`src/rtl/fetch_prefetch_queue_pkg.sv`:
```
// Shared constants for the instruction-fetch front end and the pipeline flush path.
package fetch_prefetch_queue_pkg;
    localparam int               FPQ_XLEN      = 32;
    localparam logic [31:0]      FPQ_RESET_PC  = 32'h0000_0000;
    // add x0,x0,x0: a bubble that IF/ID and the flush path can inject safely.
    localparam logic [31:0]      FPQ_NOP_INSTR = 32'h0000_0033;

    typedef struct packed {
        logic [FPQ_XLEN-1:0] pc;
        logic [FPQ_XLEN-1:0] instr;
    } fetch_entry_t;
endpackage

```
`src/rtl/fetch_prefetch_queue_if.sv`:
```
// Instruction-memory port plus the valid/ready delivery port toward IF/ID.
interface fetch_prefetch_queue_if #(
    parameter int XLEN = 32
);
    logic            imem_req;
    logic [XLEN-1:0] imem_addr;
    logic [XLEN-1:0] imem_rdata;
    logic            out_valid;
    logic            out_ready;
    logic [XLEN-1:0] out_pc;
    logic [XLEN-1:0] out_instr;

    // The fetch unit drives the memory request and the IF/ID payload.
    modport master (
        output imem_req, imem_addr, out_valid, out_pc, out_instr,
        input  imem_rdata, out_ready
    );

    // Memory model and IF/ID register side.
    modport slave (
        input  imem_req, imem_addr, out_valid, out_pc, out_instr,
        output imem_rdata, out_ready
    );
endinterface

```
`src/rtl/fetch_prefetch_queue_sync_fifo.sv`:
```
// Synchronous FIFO with flush; no write-to-read bypass.
module sync_fifo #(
    parameter int WIDTH = 64,
    parameter int DEPTH = 4
) (
    input  logic                     clk,
    input  logic                     rst,
    input  logic                     flush,
    input  logic                     push,
    input  logic                     pop,
    input  logic [WIDTH-1:0]         din,
    output logic [WIDTH-1:0]         dout,
    output logic                     full,
    output logic                     empty,
    output logic [$clog2(DEPTH):0]   count
);
    localparam int AW = $clog2(DEPTH);
    localparam logic [AW-1:0] PTR_ONE = AW'(1);
    localparam logic [AW:0]   CNT_ONE = (AW+1)'(1);
    localparam logic [AW:0]   CNT_MAX = (AW+1)'(DEPTH);

    logic [WIDTH-1:0] mem [DEPTH];
    logic [AW-1:0]    wr_ptr;
    logic [AW-1:0]    rd_ptr;

    assign dout  = mem[rd_ptr];
    assign full  = (count == CNT_MAX);
    assign empty = (count == '0);

    // Storage array: written on push, contents need no reset.
    always_ff @(posedge clk) begin
        if (push && !flush)
            mem[wr_ptr] <= din;
    end

    // Pointers and occupancy; flush empties the queue in one edge.
    always_ff @(posedge clk or negedge rst) begin
        if (!rst) begin
            wr_ptr <= '0;
            rd_ptr <= '0;
            count  <= '0;
        end else if (flush) begin
            wr_ptr <= '0;
            rd_ptr <= '0;
            count  <= '0;
        end else begin
            if (push) wr_ptr <= wr_ptr + PTR_ONE;
            if (pop)  rd_ptr <= rd_ptr + PTR_ONE;
            case ({push, pop})
                2'b10:   count <= count + CNT_ONE;
                2'b01:   count <= count - CNT_ONE;
                default: count <= count;
            endcase
        end
    end
endmodule

```
`src/rtl/fetch_prefetch_queue.sv`:
```
// Fetch front end: owns the fetch PC, fetches into a prefetch FIFO only when
// the shared memory is free, and hands {pc, instr} to IF/ID.
module fetch_prefetch_queue
    import fetch_prefetch_queue_pkg::*;
#(
    parameter int              DEPTH     = 4,
    parameter int              XLEN      = FPQ_XLEN,
    parameter logic [XLEN-1:0] RESET_PC  = XLEN'(FPQ_RESET_PC),
    parameter logic [XLEN-1:0] NOP_INSTR = XLEN'(FPQ_NOP_INSTR)
) (
    input  logic                     clk,
    input  logic                     rst,
    input  logic                     mem_busy,
    input  logic                     redirect_valid,
    input  logic [XLEN-1:0]          redirect_pc,
    fetch_prefetch_queue_if.master   bus,
    output logic [$clog2(DEPTH):0]   count
);
    localparam logic [XLEN-1:0] PC_STEP = XLEN'(4);

    logic [XLEN-1:0]   fetch_pc;
    logic              push;
    logic              pop;
    logic              full;
    logic              empty;
    logic [2*XLEN-1:0] head;

    // Redirect hides the head and blocks the fetch so nothing stale crosses
    // the flush edge in either direction.
    assign bus.out_valid = !empty && !redirect_valid;
    assign pop           = bus.out_valid && bus.out_ready;
    // A full queue can still accept when the head leaves in the same cycle.
    assign push          = rst && !mem_busy && !redirect_valid && (!full || pop);

    assign bus.imem_req  = push;
    assign bus.imem_addr = fetch_pc;
    assign bus.out_pc    = bus.out_valid ? head[2*XLEN-1:XLEN] : '0;
    assign bus.out_instr = bus.out_valid ? head[XLEN-1:0]      : NOP_INSTR;

    // Fetch PC: reload on redirect, step by one word on each issued fetch.
    always_ff @(posedge clk or negedge rst) begin
        if (!rst)
            fetch_pc <= RESET_PC;
        else if (redirect_valid)
            fetch_pc <= redirect_pc;
        else if (push)
            fetch_pc <= fetch_pc + PC_STEP;
    end

    sync_fifo #(
        .WIDTH (2*XLEN),
        .DEPTH (DEPTH)
    ) u_fifo (
        .clk   (clk),
        .rst   (rst),
        .flush (redirect_valid),
        .push  (push),
        .pop   (pop),
        .din   ({fetch_pc, bus.imem_rdata}),
        .dout  (head),
        .full  (full),
        .empty (empty),
        .count (count)
    );
endmodule

```
`src/flat_wrapper.sv`:
```
// flat-port wrapper written by rule: the top's interface ports become plain ports
module fetch_prefetch_queue_flat import fetch_prefetch_queue_pkg::*;
#(
    parameter int              DEPTH     = 4,
    parameter int              XLEN      = FPQ_XLEN,
    parameter logic [XLEN-1:0] RESET_PC  = XLEN'(FPQ_RESET_PC),
    parameter logic [XLEN-1:0] NOP_INSTR = XLEN'(FPQ_NOP_INSTR)
)
  (clk, rst, mem_busy, redirect_valid, redirect_pc, count, bus_imem_req, bus_imem_addr, bus_out_valid, bus_out_pc, bus_out_instr, bus_imem_rdata, bus_out_ready);
  fetch_prefetch_queue_if #(.XLEN(XLEN)) bus_i ();
  input  logic clk;
  input  logic rst;
  input  logic mem_busy;
  input  logic redirect_valid;
  input  logic [XLEN-1:0] redirect_pc;
  output logic [$clog2(DEPTH):0] count;
  output wire logic [$bits(bus_i.imem_req)-1:0] bus_imem_req;
  output wire logic [$bits(bus_i.imem_addr)-1:0] bus_imem_addr;
  output wire logic [$bits(bus_i.out_valid)-1:0] bus_out_valid;
  output wire logic [$bits(bus_i.out_pc)-1:0] bus_out_pc;
  output wire logic [$bits(bus_i.out_instr)-1:0] bus_out_instr;
  input wire logic [$bits(bus_i.imem_rdata)-1:0] bus_imem_rdata;
  input wire logic [$bits(bus_i.out_ready)-1:0] bus_out_ready;
  assign bus_imem_req = bus_i.imem_req;
  assign bus_imem_addr = bus_i.imem_addr;
  assign bus_out_valid = bus_i.out_valid;
  assign bus_out_pc = bus_i.out_pc;
  assign bus_out_instr = bus_i.out_instr;
  assign bus_i.imem_rdata = bus_imem_rdata;
  assign bus_i.out_ready = bus_out_ready;
  fetch_prefetch_queue #(.DEPTH(DEPTH), .XLEN(XLEN), .RESET_PC(RESET_PC), .NOP_INSTR(NOP_INSTR)) u_core (.clk(clk), .rst(rst), .mem_busy(mem_busy), .redirect_valid(redirect_valid), .redirect_pc(redirect_pc), .bus(bus_i), .count(count));
endmodule
```
`config.mk`:
```
export PLATFORM = sky130hd
export DESIGN_NAME = fetch_prefetch_queue_flat
export DESIGN_NICKNAME = d
export VERILOG_FILES = /design/src/rtl/fetch_prefetch_queue_pkg.sv /design/src/rtl/fetch_prefetch_queue_if.sv /design/src/rtl/fetch_prefetch_queue_sync_fifo.sv /design/src/rtl/fetch_prefetch_queue.sv /design/src/flat_wrapper.sv
export SDC_FILE = /design/constraint.sdc
export NUM_CORES = 1
export LEC_CHECK = 0
export ABC_AREA = 1
export ABC_CLOCK_PERIOD_IN_PS = 13400
export BUFFER_PORTS_ARGS = -buffer_cell sky130_fd_sc_hd__buf_2
export CAP_MARGIN = 40
export CORE_ASPECT_RATIO = 1.1
export CORE_UTILIZATION = 50
export CTS_CLUSTER_DIAMETER = 60
export CTS_CLUSTER_SIZE = 40
export DETAILED_ROUTE_END_ITERATION = 8
export PLACE_DENSITY = 0.71
export REMOVE_ABC_BUFFERS = 1
export SYNTH_ARGS = -nofsm -noshare
export SYNTH_HDL_FRONTEND = slang
export SYNTH_SLANG_ARGS = --single-unit
```
`constraint.sdc`:
```
create_clock -name clk -period 13.4 [get_ports clk]
set_clock_uncertainty 0.2 [all_clocks]
set_input_delay 0.67 -clock clk [delete_from_list [all_inputs] [get_ports clk]]
set_output_delay 0.67 -clock clk [all_outputs]
set_load 0.05 [all_outputs]
```
# Word level (Yosys, flattened, before mapping)
# Memory sizes are Yosys's and may differ from the RTL's.
# Cells that the tools add are included.
[classes] n_addsub=5 n_eq_ne=3 mux=12 n_reduce_logical=15
[op_table] op="$mux 32" count=4
[op_table] op="$add 32x3->32 const B" count=1
[op_table] op="$mux 2" count=4
[op_table] op="$logic_and 1x1->1" count=6
[op_table] op="$pmux 3 s2" count=1
[op_table] op="$add 2x1->2 const B" count=2
[op_table] op="$logic_not 1->1" count=4
[op_table] op="$reduce_bool 2->1" count=2
[op_table] op="$add 3x1->3 const B" count=1
[op_table] op="$eq 3x3->1 const B" count=1
[op_table] op="$logic_not 3->1" count=1
[op_table] op="$mux 3" count=1
[op_table] op="$reduce_bool 3->1" count=1
[op_table] op="$sub 3x1->3 const B" count=1
[op_table] op="$eq 2x1->1 const B" count=1
[op_table] op="$eq 2x2->1 const B" count=1
[op_table] op="$mux 1" count=2
[op_table] op="$logic_or 1x1->1" count=1
[totals] regBits=39 mem_bits_rw=256 in_bits=69 output_inout_bits=101 word_cells=40 n_memories=1
[mem_list] name="u_core.u_fifo.mem" depth=4 width=64 read_ports=1 rd_clocked_by_memory_dff=0 wr=1 line="fetch_prefetch_queue_sync_fifo.sv:22" rtl="logic [WIDTH-1:0] mem [DEPTH];"

# Longest topological paths before layout
[depth] depth_word=9 depth_mapped=11 depth_no_buf=11

# By module
# Synthesis repeated with hierarchy kept, for this count alone.
[unflattened] cells_unflattened=1188 hier_area_um2=12752.2
[by_module_without_submodules] module="sync_fifo" n_inst=1 cells_per_inst=680 area_each_um2=9935.8 seq_area_each_um2=7862.5
[by_module_without_submodules] module="fetch_prefetch_queue" n_inst=1 cells_per_inst=508 area_each_um2=2816.5 seq_area_each_um2=800.8

# Worst setup path after synthesis
# Ideal clock, no wire load.
[synth_timing] kind="in2reg" start="input mem_busy" end="memory u_core.u_fifo.mem[0][0], enable pin" setup_time_ns=0.487 arrival_time_ns=3.980 required_ns=12.713 setup_slack_ns=8.733 cell_stages=7 n_path_buf=2 cell_sequence="inv_1 > nand2_1 > nor2_1 > nand2_2 > buf_6 > buf_6 > nor2_1"
[synth_via] elab_chain_cells=7
[synth_lines] element="from (decl)" line="flat_wrapper.sv:13" rtl="input logic mem_busy;"
[synth_lines] element="$logic_not 1->1" line="fetch_prefetch_queue.sv:33" rtl="assign push = rst && !mem_busy && !redirect_valid && (!full || pop);"
[synth_lines] element="$logic_and 1x1->1 (3 in series)" line="fetch_prefetch_queue.sv:33"
[synth_lines] element="$logic_and 1x1->1" line="fetch_prefetch_queue_sync_fifo.sv:32" rtl="if (push && !flush)"
[synth_lines] element="$mux 1" line="fetch_prefetch_queue_sync_fifo.sv:32"
[synth_lines] element="$mux 1 (implied by the code)" line="fetch_prefetch_queue_sync_fifo.sv:33" rtl="mem[wr_ptr] <= din;"
[synth_lines] element="to (decl)" line="fetch_prefetch_queue_sync_fifo.sv:22"
# No other way between the ends.

# Worst setup path after layout
[layout_timing] start="register u_core.u_fifo.rd_ptr[0]" end="output bus_out_pc[3]"
[layout_via] elab_chain_cells=2
[layout_lines] element="from (decl)" line="fetch_prefetch_queue_sync_fifo.sv:24" rtl="logic [AW-1:0] rd_ptr;"
[layout_lines] element="from (signal assigned)" line="fetch_prefetch_queue_sync_fifo.sv:48" rtl="if (pop) rd_ptr <= rd_ptr + PTR_ONE;"
[layout_lines] element="$mem_v2 4x64"
[layout_lines] element="$mux 32" line="fetch_prefetch_queue.sv:37" rtl="assign bus.out_pc = bus.out_valid ? head[2*XLEN-1:XLEN] : '0;"
[layout_lines] element="to (decl)" line="flat_wrapper.sv:20" rtl="output wire logic [$bits(bus_i.out_pc)-1:0] bus_out_pc;"
# No other way between the ends.

==> results by group <==
Timing
  – Setup violators final: 0
  – Final Max Slew Viols: 0
  – Final worst-path cycle share: 31.25%
  – Least-Margin Pin Slew: 795.0 ps
  – RSZ-0062 raised after global routing: no
  – Sum of negative setup slack: 0 ps
  – Setup ws final: 9212 ps
  – Fmax: 0.2388 GHz
  – Final Hold Vio Count: 0
  – Max-Slew Margin vs Limit: a little under half
  – Minimum clock period: ~4200 ps

Clock network
  – TritonCTS buffer count: 18
  – CTS H-tree lvls: 1
  – Clock Pin Slew Worst Setup and Hold Paths: 100 ps
  – CTS Hold Bufs: 1
  – CTS Root Cell: clkbuf_16
  – CTS tree: done
  – CTS sink cnt: a little under 300
  – Clk_lat worst skew: 510 ps
  – Post-CTS Resized: 0
  – Post-CTS Setup Repair Bufs: 0
  – Clock Tree Buf Depth: 3

Cells and area
  – Nets: 1440
  – Antenna Cells: 0
  – Number of fillers in the final layout: 2102
  – P&R area growth vs syn: 14.14%
  – Design area: 14590 um^2
  – Share of cells above drive strength 1: between 15 and 20%
  – Multi-input logic area: 3601 um^2
  – FF+latch area: 8668 um^2

Routing
  – Iteration-0 DRC Markers: 783
  – Via count: around 9100
  – Routed WL per cell: roughly 18 um
  – Router iterations before antenna repair: 5
  – # DRC: 0
  – Vias per cell: 5.372
  – Drt total wl: 29830 um
  – Final antenna-violating net count: 0

GRT
  – Busiest metal layer after global routing: met2
  – Initial antenna violation count: 0
  – Vias in the first global route: 8476
  – Met2 usage in global routing: 38.40%
  – GR Util All Layers: 22.65%
  – Met1 usage: 31.24%
  – GR Layer Usage met3: 2.503%
  – Largest net degree at the start of global routing: 75
  – First-pass GRT wire length: about 46000 um
  – GR Overflow Total: 0

Synthesis
  – Synth warn: 0
  – FF+latch count, synth: 295
  – Top cells by area, synth: edfxtp_1 60%, nor2_1 8.7%, dfrtp_1 7.6%
  – Commonest cells in the netlist: 297 x nor2_1, 256 x edfxtp_1, 211 x nand2_1
  – Cells after synthesis: 1221
  – Post-synth top area share: 60.14%
  – Leading area contributor after synthesis: edfxtp_1
  – Avg Inst Size Synth: 10.47 um^2
  – Share of flip-flops with an asynchronous set or reset: 13.22%
  – Proportion of synthesized chip area in sequential cells: 67.77%
  – Top_reg_cell synth: edfxtp_1
  – Count leader, synth: nor2_1
  – Post-synth EDFFs: around 260
  – Synth unique cells: 31
  – Post-Syn Area: 12780 um^2

Floorplanning
  – # rows: 61
  – Die area: roughly 26000 um^2
  – DIE WIDTH: 154.5 um
  – Starting Density: 50.76%
  – Die Span Y: 169.7 um
  – Core area: 25190 um^2
  – Number of I/O pins: 170

Setup path
  – CP max FO: 74
  – CP arrival: 3320 ps
  – Worst reg2reg path startpoint: u_core.u_fifo.count[0]
  – Req. time, crit path: 12530 ps
  – Critical path origin: u_core.u_fifo.rd_ptr[0]
  – Crit. End Element: primary output
  – Crit start category: register
  – Crit Path Class: reg2out

Hold path
  – Hold_sp: bus_imem_rdata[13]
  – Worst Hold Class: in2reg

Pwr
  – PwrDens: 168.0 nW/um^2
  – Max VDD drop: 0.1276 mV
  – LEAKAGE: 5.718 nW

Run
  – Max-cap viol count: 0

Placement
  – Gpl congestion: around 0.87
  – Post-place instance area: 13920 um^2
  – Pre-CTS setup slack: roughly 9700 ps
  – Dpl hpwl: ~19000 um
  – Number of port buffers: 169

Run status
  – Outcome: completed
[logic make-up (layout without fill, tap and decap cells)]
group,Yosys count,count (layout),synth area share [%]
simple gates,593,593,18.60
flops,295,295,67.77
compound gates,200,200,8.143
buf+inv,119,275,4.297
xor+xnor,8,8,0.5481
fa+ha+maj,6,6,0.6460
[worst max-delay path: stages (launching register included)]
cell,delay [ps]
dfrtp_4,640
clkinv_2,540
buf_4,690
o21ai_0,230
a21oi_1,330
buf_2,330
[power by group]
part           internal [W]  switching [W]
clock network      0.000289       0.000344
registers           0.00104      0.0000602
logic              0.000162       0.000553
total               0.00149       0.000958
[registers in the layout, indices dropped and copies added, names as in the netlist]
name,flops
u_core.u_fifo.wr_ptr,2
u_core.bus.imem_addr,32
u_core.u_fifo.rd_ptr,2
u_core.u_fifo.mem,256
u_core.u_fifo.count,3
[final timing paths]
check	endpoint	slack, ps	cells after the start
worst min-delay path	u_core.u_fifo.mem[2][13]	160	1
worst max-delay path	bus_out_pc[3]	9210	5
worst max register to register	u_core.u_fifo.mem[3][28]	10530	5
max in group asynchronous	u_core.bus.imem_addr[13]	12230	3
worst min register to register	u_core.u_fifo.mem[3][32]	380	0
min in group asynchronous	u_core.bus.imem_addr[0]	320	2
[area by class of cell]
type                            instances  area share [%]
Sequential cell                       295           59.41
Inverter                               59           1.526
Clock inverter                         13           1.295
Clock buffer                           19           3.258
Multi-Input combinational cell        807           24.68
Timing Repair Buffer                  184           7.134
Tap cell                              315           2.701
[placed cells by master, fill, tap and decap left out, types with 2 or more instances in the layout]
cell type and count:
dfrtp_1 37, clkinvlp_4 2, nand3_1 63, nor2_1 293
inv_6 2, inv_1 51, a21oi_1 61, buf_16 3
nand4_1 5, inv_2 6, nand2_1 211, ha_1 5
o311ai_0 4, o21ai_0 130, edfxtp_1 256, clkbuf_16 19
nor2_4 7, clkinv_8 3, o21bai_1 2, xor2_1 3
nand2_2 4, buf_2 169, nor2_2 6, or2_2 2
xnor2_1 5, inv_16 4, buf_4 9
[layer usage]
layer	share of wire, %	vias to the layer above	wire (um)
met5	0	-	0
met4	2.0	0	596
met3	5.0	41	1481
met2	50	269	14820
met1	43	4350	12930
li1	-	4429	-
[stage by stage]
stage	hold WS [ps]	util, %	cells	total power, W
finish	162.4	57.93	1692	0.002451
detailed placement	330.9	55.26	1659	0.001843
CTS	140.5	57.93	1692	0.002470
floorplan	174.4	-	1161	0.001619
global route	138.0	57.93	1692	0.002564
global placement	318.3	54.79	1654	0.001825
Note: power is estimated with default switching activity, not from simulation.
